File: src/rtl/tt_um_frame_serializer_if.sv
// Pin bundle of the frame serializer: enable, data/strobe/mode/oe byte,
// bit-period divisor and the three output bytes.
interface tt_um_frame_serializer_if;
  logic       ena;
  logic [7:0] ui_in;
  logic [7:0] uio_in;
  logic [7:0] uo_out;
  logic [7:0] uio_out;
  logic [7:0] uio_oe;

  modport slave (
    input  ena, ui_in, uio_in,
    output uo_out, uio_out, uio_oe
  );

  modport master (
    output ena, ui_in, uio_in,
    input  uo_out, uio_out, uio_oe
  );
endinterface

File: src/rtl/tt_um_frame_serializer.sv
// Frame serializer: on a rising load strobe, sends {HDR, data, TRL} MSB
// first on tx, each bit held DIV+1 cycles, one-shot or looping back-to-back.
module tt_um_frame_serializer #(
  parameter int                HDR_W  = 5,
  parameter logic [HDR_W-1:0]  HDR    = 5'b11110,
  parameter int                DATA_W = 5,
  parameter int                TRL_W  = 7,
  parameter logic [TRL_W-1:0]  TRL    = 7'b0101111
) (
  input  logic                     clk,
  input  logic                     rst_n,
  tt_um_frame_serializer_if.slave  bus
);

  localparam int FRAME_W = HDR_W + DATA_W + TRL_W;
  localparam logic [4:0] LAST_IDX = 5'(FRAME_W - 1);

  // Reject frame geometries the 5-bit index and data pins cannot carry.
  generate
    if (FRAME_W < 2 || FRAME_W > 32 || DATA_W < 1 || DATA_W > 5) begin : g_bad_params
      $error("tt_um_frame_serializer: illegal FRAME_W or DATA_W");
    end
  endgenerate

  typedef enum logic [0:0] {
    IDLE  = 1'b0,
    SHIFT = 1'b1
  } state_t;

  state_t               state_r, state_s;
  logic [FRAME_W-1:0]   sr_r, sr_s;
  logic [FRAME_W-1:0]   store_r, store_s;
  logic [4:0]           idx_r, idx_s;
  logic [7:0]           div_r, div_s;
  logic                 load_q_r, load_q_s;
  logic                 done_r, done_s;

  logic                 load_ev_s;
  logic [FRAME_W-1:0]   frame_s;
  logic                 tx_s;

  assign load_ev_s = bus.ui_in[5] & ~load_q_r;
  assign frame_s   = {HDR, bus.ui_in[DATA_W-1:0], TRL};

  // State register; ena low freezes everything, reset wins over ena.
  always_ff @(posedge clk) begin
    if (!rst_n) begin
      state_r  <= IDLE;
      sr_r     <= {FRAME_W{1'b0}};
      store_r  <= {FRAME_W{1'b0}};
      idx_r    <= 5'd0;
      div_r    <= 8'd0;
      load_q_r <= 1'b1;
      done_r   <= 1'b0;
    end else if (bus.ena) begin
      state_r  <= state_s;
      sr_r     <= sr_s;
      store_r  <= store_s;
      idx_r    <= idx_s;
      div_r    <= div_s;
      load_q_r <= load_q_s;
      done_r   <= done_s;
    end
  end

  // Next-state logic: capture on load edge, count bit periods, shift, and
  // at the last bit either return to IDLE or reload from the frame store.
  always_comb begin
    state_s  = state_r;
    sr_s     = sr_r;
    store_s  = store_r;
    idx_s    = idx_r;
    div_s    = div_r;
    load_q_s = bus.ui_in[5];
    done_s   = 1'b0;
    case (state_r)
      IDLE: begin
        if (load_ev_s) begin
          sr_s    = frame_s;
          store_s = frame_s;
          idx_s   = 5'd0;
          div_s   = bus.uio_in;
          state_s = SHIFT;
        end else begin
          state_s = IDLE;
        end
      end
      SHIFT: begin
        if (div_r != 8'd0) begin
          div_s = div_r - 8'd1;
        end else if (idx_r == LAST_IDX) begin
          done_s = 1'b1;
          idx_s  = 5'd0;
          div_s  = bus.uio_in;
          if (bus.ui_in[6]) begin
            sr_s = store_r;
          end else begin
            state_s = IDLE;
          end
        end else begin
          sr_s  = sr_r << 1;
          idx_s = idx_r + 5'd1;
          div_s = bus.uio_in;
        end
      end
      default: begin
        state_s = IDLE;
      end
    endcase
  end

  // Output enable only masks the line; the line idles high.
  assign tx_s = (state_r == SHIFT && bus.ui_in[7]) ? sr_r[FRAME_W-1] : 1'b1;

  assign bus.uo_out  = {idx_r, done_r & bus.ena, state_r == SHIFT, tx_s};
  assign bus.uio_out = 8'h00;
  assign bus.uio_oe  = 8'h00;

endmodule

File: src/flat_wrapper.sv
// flat-port wrapper written by rule: the top's interface ports become plain ports
module tt_um_frame_serializer_flat 
#(
  parameter int                HDR_W  = 5,
  parameter logic [HDR_W-1:0]  HDR    = 5'b11110,
  parameter int                DATA_W = 5,
  parameter int                TRL_W  = 7,
  parameter logic [TRL_W-1:0]  TRL    = 7'b0101111
)
  (clk, rst_n, bus_ena, bus_ui_in, bus_uio_in, bus_uo_out, bus_uio_out, bus_uio_oe);
  tt_um_frame_serializer_if bus_i ();
  input  logic clk;
  input  logic rst_n;
  input wire logic [$bits(bus_i.ena)-1:0] bus_ena;
  input wire logic [$bits(bus_i.ui_in)-1:0] bus_ui_in;
  input wire logic [$bits(bus_i.uio_in)-1:0] bus_uio_in;
  output wire logic [$bits(bus_i.uo_out)-1:0] bus_uo_out;
  output wire logic [$bits(bus_i.uio_out)-1:0] bus_uio_out;
  output wire logic [$bits(bus_i.uio_oe)-1:0] bus_uio_oe;
  assign bus_i.ena = bus_ena;
  assign bus_i.ui_in = bus_ui_in;
  assign bus_i.uio_in = bus_uio_in;
  assign bus_uo_out = bus_i.uo_out;
  assign bus_uio_out = bus_i.uio_out;
  assign bus_uio_oe = bus_i.uio_oe;
  tt_um_frame_serializer #(.HDR_W(HDR_W), .HDR(HDR), .DATA_W(DATA_W), .TRL_W(TRL_W), .TRL(TRL)) u_core (.clk(clk), .rst_n(rst_n), .bus(bus_i));
endmodule
File: config.mk
export PLATFORM = sky130hd
export DESIGN_NAME = tt_um_frame_serializer_flat
export DESIGN_NICKNAME = d
export VERILOG_FILES = /design/src/rtl/tt_um_frame_serializer_if.sv /design/src/rtl/tt_um_frame_serializer.sv /design/src/flat_wrapper.sv
export SDC_FILE = /design/constraint.sdc
export NUM_CORES = 1
export LEC_CHECK = 0
export ABC_AREA = 1
export ABC_CLOCK_PERIOD_IN_PS = 2700
export BUFFER_PORTS_ARGS = -buffer_cell sky130_fd_sc_hd__buf_2
export CORE_MARGIN = 8
export CORE_UTILIZATION = 48
export DETAILED_ROUTE_END_ITERATION = 10
export GPL_TIMING_DRIVEN = 0
export PLACE_DENSITY = 0.73
export REMOVE_ABC_BUFFERS = 1
export SLEW_MARGIN = 20
export SYNTH_ARGS = -nofsm -noshare
export SYNTH_HDL_FRONTEND = slang
export SYNTH_SLANG_ARGS = --single-unit
File: constraint.sdc
create_clock -name clk -period 2.7 [get_ports clk]
set_input_delay 0.54 -clock clk [delete_from_list [all_inputs] [get_ports clk]]
set_output_delay 0.54 -clock clk [all_outputs]
set_load 0.005 [all_outputs]
==> results of run 1 <==
-- flip-flops by register name, indices dropped and copies added, names as in the netlist --
name / flops
u_core.div_r: 8
u_core.done_r: 1
u_core.idx_r: 5
u_core.load_q_r: 1
u_core.sr_r: 17
u_core.state_r: 1
u_core.store_r: 6
-- cells by family after synthesis --
kind of cell | count (synthesis)
buffers and inverters | 78
XOR/XNOR | 2
AO/OA/AOI/OAI | 40
flip-flops | 39
adder cells (fa/ha/maj) | 4
other | 1
AND/OR/NAND/NOR | 183
-- synth_stat cells --
| library cell | number |
|---|---|
| sky130_fd_sc_hd__xnor2_1 | 1 |
| sky130_fd_sc_hd__buf_4 | 20 |
| sky130_fd_sc_hd__nand2_4 | 1 |
| sky130_fd_sc_hd__conb_1 | 1 |
| sky130_fd_sc_hd__nor2_8 | 1 |
| sky130_fd_sc_hd__o21ai_4 | 1 |
| sky130_fd_sc_hd__buf_2 | 1 |
| sky130_fd_sc_hd__ha_1 | 4 |
| sky130_fd_sc_hd__buf_6 | 3 |
| sky130_fd_sc_hd__nand3_2 | 2 |
| sky130_fd_sc_hd__o21ai_2 | 1 |
| sky130_fd_sc_hd__o21ai_1 | 4 |
| sky130_fd_sc_hd__o21bai_1 | 1 |
| sky130_fd_sc_hd__nand2_1 | 90 |
| sky130_fd_sc_hd__xor2_1 | 1 |
| sky130_fd_sc_hd__nand3_1 | 18 |
| sky130_fd_sc_hd__clkbuf_1 | 5 |
| sky130_fd_sc_hd__inv_2 | 2 |
| sky130_fd_sc_hd__a21oi_1 | 18 |
| sky130_fd_sc_hd__inv_1 | 47 |
| sky130_fd_sc_hd__nand4_1 | 2 |
| sky130_fd_sc_hd__nor2_1 | 61 |
| sky130_fd_sc_hd__nor2_4 | 3 |
| sky130_fd_sc_hd__dfxtp_1 | 39 |
| sky130_fd_sc_hd__nand2_2 | 3 |
| sky130_fd_sc_hd__o211ai_1 | 4 |
| sky130_fd_sc_hd__o21ai_0 | 11 |
| sky130_fd_sc_hd__nor3_1 | 2 |
-- power groups by stage --
stage | clock network, mW | registers (mW) | logic, mW
3_3_place_gp | 0 | 0.631 | 0.175
5_1_grt | 0.472 | 0.621 | 0.212
3_5_place_dp | 0 | 0.631 | 0.180
2_1_floorplan | 0 | 0.628 | 0.133
4_1_cts | 0.450 | 0.618 | 0.181
6_report | 0.433 | 0.618 | 0.181
-- final timing paths --
path,startpoint,to
worst max register to register,u_core.state_r,u_core.sr_r[13]
worst min register to register,u_core.store_r[10],u_core.store_r[10]
worst min-delay path,u_core.store_r[10],u_core.store_r[10]
worst max-delay path,u_core.state_r,u_core.sr_r[13]
-- metal layers --
layer | vias up | GRT usage [%]
met4 | 0 | 5.66
met3 | 7 | 4.20
met2 | 48 | 24.1
li1 | 1062 | -
met1 | 896 | 15.1
met5 | - | 0
-- area by class of cell --
| type | instances | area (um^2) |
|---|---|---|
| clock buffers | 8 | 100 |
| fillers | 496 | 2230 |
| inverters | 49 | 184 |
| multi-input cells | 245 | 1140 |
| flip-flops and latches | 39 | 781 |
| well taps | 54 | 67.6 |
| repair buffers | 26 | 130 |
-- worst register-to-register path, delay by kind of cell (launching register included) --
kind,cells,cell delay (ps)
buffers and inverters,1,410
DFF,1,700
and+or+nand+nor,6,840
-- stage by stage --
step           utilization, %  cell area, um^2  setup WS (ps)  power [mW]
2_1_floorplan               -             2100           1150       0.760
3_3_place_gp             49.7             2300            642       0.806
3_5_place_dp             49.7             2300            631       0.811
4_1_cts                  51.9             2400            622        1.25
5_1_grt                  51.9             2400            448        1.31
6_report                 51.9             2400            641        1.23
==> results.rst, run 1 <==
.. list-table::
   :header-rows: 1

   * - Metric
     - Value
   * - Status
     - finished clean
   * - Die H
     - 84.5 um
   * - Core region area
     - 4630 um^2
   * - Met3 routed wirelength
     - 259 um
   * - Period utilization
     - 76.3%
   * - Die footprint
     - 7150 um^2
   * - Leak
     - 1.22 nW
   * - CTS buffer count
     - 5
   * - Most frequent cells in the layout
     - 90 x sky130_fd_sc_hd__nand2_1, 61 x sky130_fd_sc_hd__nor2_1, 47 x sky130_fd_sc_hd__inv_1
   * - # Max-Cap Violations
     - 0
   * - Part of the power in combinational logic
     - 14.7%
   * - Quantity of gates resized following cts
     - 0
   * - Die outline width
     - 84.5 um
   * - Data arrival time of the critical path
     - 2250 ps
   * - Adder-cell area share of the yosys netlist
     - 2.22%
   * - Flops & latches, synth
     - 39
   * - CP top delay family
     - simple AND/OR/NAND/NOR gates
   * - Half-perimeter wire length after detailed placement
     - 3290 um
   * - Sink Count
     - 39
   * - # H-tree levels
     - 2
   * - Input/output buffers
     - 26
   * - Number of vias after detailed routing
     - 2013
   * - Slew Viols, Final
     - 0
   * - Leading cell type in the layout, fill and taps excluded
     - sky130_fd_sc_hd__nand2_1
   * - Final Hold Vio Count
     - 0
   * - Number of nets at the end of the flow
     - 389
   * - Mapped Area
     - 2250 um^2
   * - Min-Delay Path Depth
     - 2
   * - Classification of the worst setup path
     - reg -> reg
   * - Total length of routed met2 wires
     - 2210 um
   * - Fraction of final layout cells with drive strength greater than 1
     - 12.8%
   * - Cells after synthesis
     - 347
   * - GP Congestion
     - 0.792
   * - Fmax achieved
     - 486 MHz
   * - CTS clk-pin slew, worst paths
     - 70 ps
   * - Top cells by area, synth
     - sky130_fd_sc_hd__dfxtp_1 35%, sky130_fd_sc_hd__nand2_1 15%, sky130_fd_sc_hd__nor2_1 10%
   * - Final global-route overflow total
     - 0
   * - Worst r2r path cells
     - 7
   * - Worst-path fanout max
     - 22
   * - Detailed-routing iteration count for the pre-antenna-repair pass
     - 5
   * - Compound-cell area share of the yosys netlist
     - 10.1%
   * - Capturing element type of the critical path
     - register
   * - Area added between synthesis and finish
     - 6.49%
   * - Vias per inst
     - 4.78
   * - Sequential-to-total area share from yosys stat
     - 34.6%
   * - Path class of the lowest-slack min-delay path
     - reg -> reg
   * - Count of unresolved DRC violations after routing
     - 0
   * - Vias in the first global route
     - 1907
   * - Pwr Density
     - 513 nW/um^2
   * - Worst path depth
     - 7
   * - Xor/xnor cell area share of the yosys netlist
     - 0.777%
   * - Antenna-violating nets left
     - 0
   * - CP required
     - 2890 ps
   * - Setup slack on the worst flop-to-flop path
     - 640 ps
   * - Number of placement rows
     - 25
   * - Largest family of logic cells by synthesized area
     - simple AND/OR/NAND/NOR gates
   * - Simple logic cell fraction of the synthesized area
     - 34.7%
   * - Final setup skew
     - 6.57 ps
   * - Clock Tree Root
     - sky130_fd_sc_hd__clkbuf_8
   * - Average cell area after synthesis
     - 6.50 um^2
   * - Initial antenna violation count
     - 0
   * - Number of cells after detailed placement
     - 413
   * - Routed len/inst
     - 11.1 um
   * - Fraction of synthesized area in multiplexers
     - 0%
   * - Cell type with the largest total area after synthesis
     - sky130_fd_sc_hd__dfxtp_1
   * - CP dominant cell by count
     - sky130_fd_sc_hd__nand2_1
   * - Clock tree from TritonCTS
     - built
   * - Insertion delay of the later-clocked pin in the worst-skew pair
     - 300 ps
   * - Routed wire length
     - 4670 um
   * - Largest stage delay on the critical path
     - 700 ps
   * - Minimum hold slack
     - 449 ps
   * - Post-route non-filler standard cell count
     - 421
   * - YS warnings
     - 0
   * - Highest Signal Layer
     - met4
   * - Number of endpoints failing setup at the final stage
     - 0
   * - Detailed router's first-iteration violation count
     - 113
   * - Number of buffers and inverters on the critical path
     - 1
   * - Post CTS Setup Buffer Count
     - 0
   * - Register share of total power
     - 50.2%
   * - Setup total negative slack
     - 0 ps
   * - Overall routing resource usage
     - 13.8%
   * - Cts hold-fix bufs
     - 0
   * - Fin crit period
     - 2060 ps
   * - Global-route wire length before repair
     - 8200 um
   * - Int Power
     - 898 uW
   * - Initial core utilization
     - 48.7%
   * - Unrepaired setup endpoints after global routing
     - no
   * - Distinct cell type count of the synthesized netlist
     - 28
   * - Cell at the slowest stage of the critical path
     - sky130_fd_sc_hd__dfxtp_1
   * - Maximum number of pins on one net before global-route repair
     - 27
   * - Routed length on met1
     - 2130 um
   * - Area fraction of the dominant cell type after synthesis
     - 34.6%
   * - Type of element launching the critical path
     - register
   * - Antenna cell count
     - 0
   * - Total I/O pin count
     - 43
   * - Fraction of power spent switching nets
     - 27.1%
   * - Clock power frac
     - 35.2%
   * - Crit-path cells
     - inv_1 > nor2_4 > nor2_8 > nand2_4 > nand2_1 > nand2_1 > nor2_1
   * - Worst-case headroom to the max-slew limit
     - 60.3%
   * - Net switching power figure
     - 334 uW
   * - Max rail drop VDD
     - 0.307 mV
   * - Worst-Margin Slew
     - 595 ps
   * - Clock tree buffer depth
     - 2
Power figures use the tool's default switching activity.
==> run 2, diff against run 1 <==
ABC_CLOCK_PERIOD_IN_PS = 1700   (was 2700)
PLACE_DENSITY = 0.75   (was 0.73)
clock period = 1.7 ns   (was 2.7 ns; I/O delays follow)
==> results.rst, run 2 (synthesized netlist as in run 1, its figures left out) <==
.. list-table::
   :header-rows: 1

   * - Metric
     - Value
   * - Status
     - finished clean
   * - Sequential cell area
     - 787 um^2
   * - DP Area
     - 2300 um^2
   * - Flip-flop count of the largest register after layout
     - 17
   * - Detailed-routing iteration count for the pre-antenna-repair pass
     - 4
   * - Global-route wire length before repair
     - 8190 um
   * - Clock tree from TritonCTS
     - built
   * - Number of vias after detailed routing
     - 2055
   * - Type of element launching the critical path
     - register
   * - Clock Tree Root
     - sky130_fd_sc_hd__clkbuf_8
   * - Antenna-violating nets left
     - 0
   * - # H-tree levels
     - 2
   * - Fill cells
     - 484
   * - Data arrival time of the critical path
     - 1770 ps
   * - Fin crit period
     - 1590 ps
   * - Sink Count
     - 39
   * - Slew Viols, Final
     - 0
   * - Antenna cell count
     - 0
   * - Number of endpoints failing setup at the final stage
     - 0
   * - Fmax achieved
     - 628 MHz
   * - Setup WS post-layout
     - 106 ps
   * - Capturing element type of the critical path
     - register
   * - Cell area after layout
     - 2510 um^2
   * - Path class of the lowest-slack min-delay path
     - in -> reg
   * - Final setup skew
     - 8.11 ps
   * - Half-perimeter wire length after detailed placement
     - 3290 um
   * - Final global-route overflow total
     - 0
   * - Detailed router's first-iteration violation count
     - 97
   * - Minimum setup slack after placement
     - -326 ps
   * - Insertion delay of the later-clocked pin in the worst-skew pair
     - 300 ps
   * - Die footprint
     - 7150 um^2
   * - Routed wire length
     - 4900 um
   * - CTS clk-pin slew, worst paths
     - 70 ps
   * - CTS buffer count
     - 5
   * - Die outline width
     - 84.5 um
   * - Number of nets at the end of the flow
     - 397
   * - Vias per inst
     - 4.79
   * - Core region area
     - 4630 um^2
   * - Worst-path fanout max
     - 22
   * - Maximum number of pins on one net before global-route repair
     - 27
   * - Input/output buffers
     - 26
   * - Multi-input gate area in the final layout
     - 1190 um^2
   * - Die H
     - 84.5 um
   * - Clock tree buffer depth
     - 2
   * - Max rail drop VDD
     - 0.453 mV
   * - Routed len/inst
     - 11.4 um
   * - Overall routing resource usage
     - 13.8%
   * - Count of unresolved DRC violations after routing
     - 0
   * - Period utilization
     - 93.7%
   * - Most frequent cells in the layout
     - 89 x sky130_fd_sc_hd__nand2_1, 59 x sky130_fd_sc_hd__nor2_1, 46 x sky130_fd_sc_hd__inv_1
   * - Number of placement rows
     - 25
   * - Pwr Density
     - 763 nW/um^2
   * - CP required
     - 1870 ps
   * - GP Congestion
     - 0.801
   * - Top flop regs
     - u_core.sr_r (17), u_core.div_r (8), u_core.store_r (6)
   * - Initial core utilization
     - 48.7%
   * - Fraction of final layout cells with drive strength greater than 1
     - 17.1%
   * - Final Hold Vio Count
     - 0
   * - Vias in the first global route
     - 1948
   * - Classification of the worst setup path
     - reg -> reg
   * - Area added between synthesis and finish
     - 11.2%
   * - Most flop-heavy register
     - u_core.sr_r
   * - Initial antenna violation count
     - 0
   * - Leak
     - 1.27 nW
   * - Total I/O pin count
     - 43
   * - Leading cell type in the layout, fill and taps excluded
     - sky130_fd_sc_hd__nand2_1
   * - Unrepaired setup endpoints after global routing
     - yes
   * - # Max-Cap Violations
     - 0
==> run 2: worst max-delay path: stages (launching register included) <==
cell	delay (ps)
sky130_fd_sc_hd__dfxtp_2	340
sky130_fd_sc_hd__inv_1	70
sky130_fd_sc_hd__ha_1	200
sky130_fd_sc_hd__nand3_4	180
sky130_fd_sc_hd__inv_6	200
sky130_fd_sc_hd__nand2_4	120
sky130_fd_sc_hd__nand2_8	160
sky130_fd_sc_hd__nand2_1	80
sky130_fd_sc_hd__nand2_1	70
sky130_fd_sc_hd__nor2_1	40
==> run 2: what timing repair did <==
item	4_1_cts	5_1_grt
hold buffers	0	0
pin swaps	0	4
cloned	0	1
resized for setup	5	11
setup buffers	2	5
setup endpoints to repair	28	18
==> run 2: worst paths after layout <==
path                                   startpoint           endpoint  slack, ps  cells after the start
worst max register to register    u_core.idx_r[0]     u_core.sr_r[4]        110                      9
worst min register to register  u_core.store_r[9]  u_core.store_r[9]        450                      2
worst min-delay path                 bus_ui_in[6]     u_core.state_r        280                      3
worst max-delay path              u_core.idx_r[0]     u_core.sr_r[4]        110                      9
==> run 2: routing by layer <==
layer | up-vias | GRT usage (%) | wire length (um)
met5 | - | 0 | 0
met4 | 0 | 5.99 | 79
met3 | 6 | 4.20 | 389
met2 | 56 | 23.8 | 2380
met1 | 907 | 15.3 | 2040
li1 | 1086 | - | -
==> run 2: cell type report <==
type | count | share of cell area [%]
Clock inverter | 3 | 0.798
Multi-Input combinational cell | 246 | 47.4
Timing Repair Buffer | 33 | 7.29
Clock buffer | 5 | 2.74
Tap cell | 54 | 2.69
Sequential cell | 39 | 31.4
Inverter | 49 | 7.68
==> run 2: stage by stage <==
stage	hold WS, ps	setup TNS (ps)	power (mW)	utilization (%)	std cells
2_1_floorplan	423	0	1.21	-	333
3_3_place_gp	433	-5960	1.28	49.7	413
3_5_place_dp	440	-6140	1.29	49.7	413
4_1_cts	271	0	1.92	52.3	423
5_1_grt	279	-146	2.03	54.2	429
6_report	279	0	1.91	54.2	429
==> run 2: where the power goes <==
part           switching (mW)  total, mW  internal (mW)
Sequential             0.0285      0.984          0.955
Combinational           0.191      0.303          0.112
Clock                   0.341      0.627          0.285
==> run 3, diff against run 2 <==
PLACE_DENSITY = 0.81   (was 0.75)
==> results.rst, run 3 (synthesized netlist as in run 1, its figures left out) <==
.. list-table::
   :header-rows: 1

   * - Metric
     - Value
   * - Count of unresolved DRC violations after routing
     - 0
   * - Min-Delay Path Depth
     - 3
   * - Detailed router's first-iteration violation count
     - 110
   * - Most frequent cells in the layout
     - 89 x sky130_fd_sc_hd__nand2_1, 60 x sky130_fd_sc_hd__nor2_1, 46 x sky130_fd_sc_hd__inv_1
   * - Status
     - finished clean
   * - Setup total negative slack
     - 0 ps
   * - Number of nets at the end of the flow
     - 399
   * - CP dominant cell by count
     - sky130_fd_sc_hd__nor2_4
   * - Vias in the first global route
     - 1941
   * - Part of the power in combinational logic
     - 14.1%
   * - Fmax achieved
     - 615 MHz
   * - Number of endpoints failing setup at the final stage
     - 0
   * - CTS clk-pin slew, worst paths
     - 80 ps
   * - Final setup skew
     - 7.00 ps
   * - Clock tree buffer depth
     - 2
   * - Pwr Density
     - 864 nW/um^2
   * - Data arrival time of the critical path
     - 1790 ps
   * - Cell at the slowest stage of the critical path
     - sky130_fd_sc_hd__dfxtp_1
   * - Fill cells
     - 447
   * - Max rail drop VDD
     - 0.660 mV
   * - Setup WS post-layout
     - 74.2 ps
   * - Initial antenna violation count
     - 0
   * - Flip-flop count of the largest register after layout
     - 17
   * - DP Area
     - 2300 um^2
   * - Fraction of power spent switching nets
     - 25.4%
   * - Most flop-heavy register
     - u_core.sr_r
   * - Detailed-routing iteration count for the pre-antenna-repair pass
     - 5
   * - Die H
     - 84.5 um
   * - Initial core utilization
     - 48.7%
   * - Fin crit period
     - 1630 ps
   * - Routed len/inst
     - 11.8 um
   * - Met2 track utilization from global routing
     - 25.1%
   * - Leak
     - 1.30 nW
   * - Antenna-violating nets left
     - 0
   * - Worst r2r path cells
     - 10
   * - GP Congestion
     - 0.843
   * - Number of vias after detailed routing
     - 2093
   * - GR met3 Demand/Resource
     - 3.41%
   * - Number of placement rows
     - 25
   * - Total I/O pin count
     - 43
   * - Gr busiest metal
     - met2
   * - # Max-Cap Violations
     - 0
   * - Minimum setup slack after placement
     - -320 ps
   * - Final Hold Vio Count
     - 0
   * - Global-route wire length before repair
     - 8270 um
   * - Worst-path fanout max
     - 5
   * - Clock tree from TritonCTS
     - built
   * - Antenna cell count
     - 0
   * - CTS buffer count
     - 5
   * - Sink Count
     - 39
   * - Clock power frac
     - 41.6%
   * - Capturing element type of the critical path
     - register
   * - # H-tree levels
     - 2
   * - Crit-path cells
     - inv_1 > ha_1 > nand2_2 > nor2_4 > nor2_4 > buf_4 > nor2_4 > buf_4 > nand2_1 > a21oi_1
   * - Overall power after layout
     - 2.22 mW
   * - Net switching power figure
     - 563 uW
   * - Die footprint
     - 7150 um^2
   * - Int Power
     - 1.65 mW
   * - Post-route non-filler standard cell count
     - 431
   * - Fraction of final layout cells with drive strength greater than 1
     - 17.0%
   * - Routed wire length
     - 5110 um
   * - Number of cells after detailed placement
     - 413
   * - Cell area after layout
     - 2570 um^2
   * - Final global-route overflow total
     - 0
   * - Path class of the lowest-slack min-delay path
     - in -> reg
   * - Startpoint of the worst setup timing path
     - u_core.div_r[0]
   * - Core region area
     - 4630 um^2
   * - Setup slack on the worst flop-to-flop path
     - 70 ps
   * - Register share of total power
     - 44.3%
   * - Die outline width
     - 84.5 um
   * - CP required
     - 1860 ps
   * - Clock Tree Root
     - sky130_fd_sc_hd__clkbuf_8
   * - Vias per inst
     - 4.86
   * - Leading cell type in the layout, fill and taps excluded
     - sky130_fd_sc_hd__nand2_1
   * - Half-perimeter wire length after detailed placement
     - 3340 um
   * - Type of element launching the critical path
     - register
   * - Classification of the worst setup path
     - reg -> reg
   * - Slew Viols, Final
     - 0
   * - Input/output buffers
     - 26
   * - Overall routing resource usage
     - 13.7%
   * - Hold Path Origin
     - bus_ui_in[6]
   * - Launch instance of the worst register-to-register path
     - u_core.div_r[0]
   * - Area added between synthesis and finish
     - 13.9%
   * - RR Endpoint
     - u_core.idx_r[2]
   * - Period utilization
     - 95.6%
   * - Met1 Usage GRT
     - 15.0%
   * - Top flop regs
     - u_core.sr_r (17), u_core.div_r (8), u_core.store_r (6)
   * - Worst setup path endpoint
     - u_core.idx_r[2]
   * - Largest stage delay on the critical path
     - 360 ps
   * - Insertion delay of the later-clocked pin in the worst-skew pair
     - 290 ps
   * - Maximum number of pins on one net before global-route repair
     - 27
[run 3: layout make-up]
class	instances	area [um^2]	share of cell area, %
Inverter	49	193	7.50
Clock buffer	6	72.6	2.83
Timing Repair Buffer	34	190	7.41
Tap cell	54	67.6	2.63
Sequential cell	39	787	30.7
Clock inverter	2	60.1	2.34
Multi-Input combinational cell	247	1200	46.6
[run 3: worst min path at each step]
stage,to
after floorplan,u_core.store_r[10]
after global placement,u_core.store_r[9]
after detailed placement,u_core.store_r[10]
after CTS,u_core.state_r
after global routing,u_core.state_r
final,u_core.state_r
[run 3: per-stage QoR]
stage               hold slack (ps)  util [%]
floorplan                       423         -
global placement                434      49.7
detailed placement              438      49.7
CTS                             257      53.4
global route                    308      55.5
finish                          287      55.5
[run 3: what timing repair did]
action / in CTS / in global routing
gates cloned: 0 / 2
pin swaps: 0 / 3
hold buffers: 0 / 0
setup endpoints to repair: 28 / 17
gates resized for setup: 5 / 10
buffers inserted: 3 / 5
[run 3: power groups by stage]
stage,clock (mW),sequential [mW],combinational [mW]
floorplan,0,0.997,0.211
global placement,0,1.00,0.275
detailed placement,0,1.00,0.283
CTS,0.935,0.983,0.291
global route,0.968,0.988,0.357
finish,0.923,0.983,0.312
[run 3: routing by layer]
metal | share of wire [%] | vias to the layer above
met5 | 0 | -
met4 | 1.1 | 0
met3 | 5.0 | 9
met2 | 50 | 48
met1 | 44 | 953
li1 | - | 1083
[run 3: worst max-delay path, delay by kind of cell, from the launching register on]
| family | cells | cell delay, ps |
|---|---|---|
| simple gates | 5 | 460 |
| compound gates | 1 | 50 |
| buf+inv | 3 | 420 |
| flops | 1 | 360 |
| fa+ha+maj | 1 | 210 |
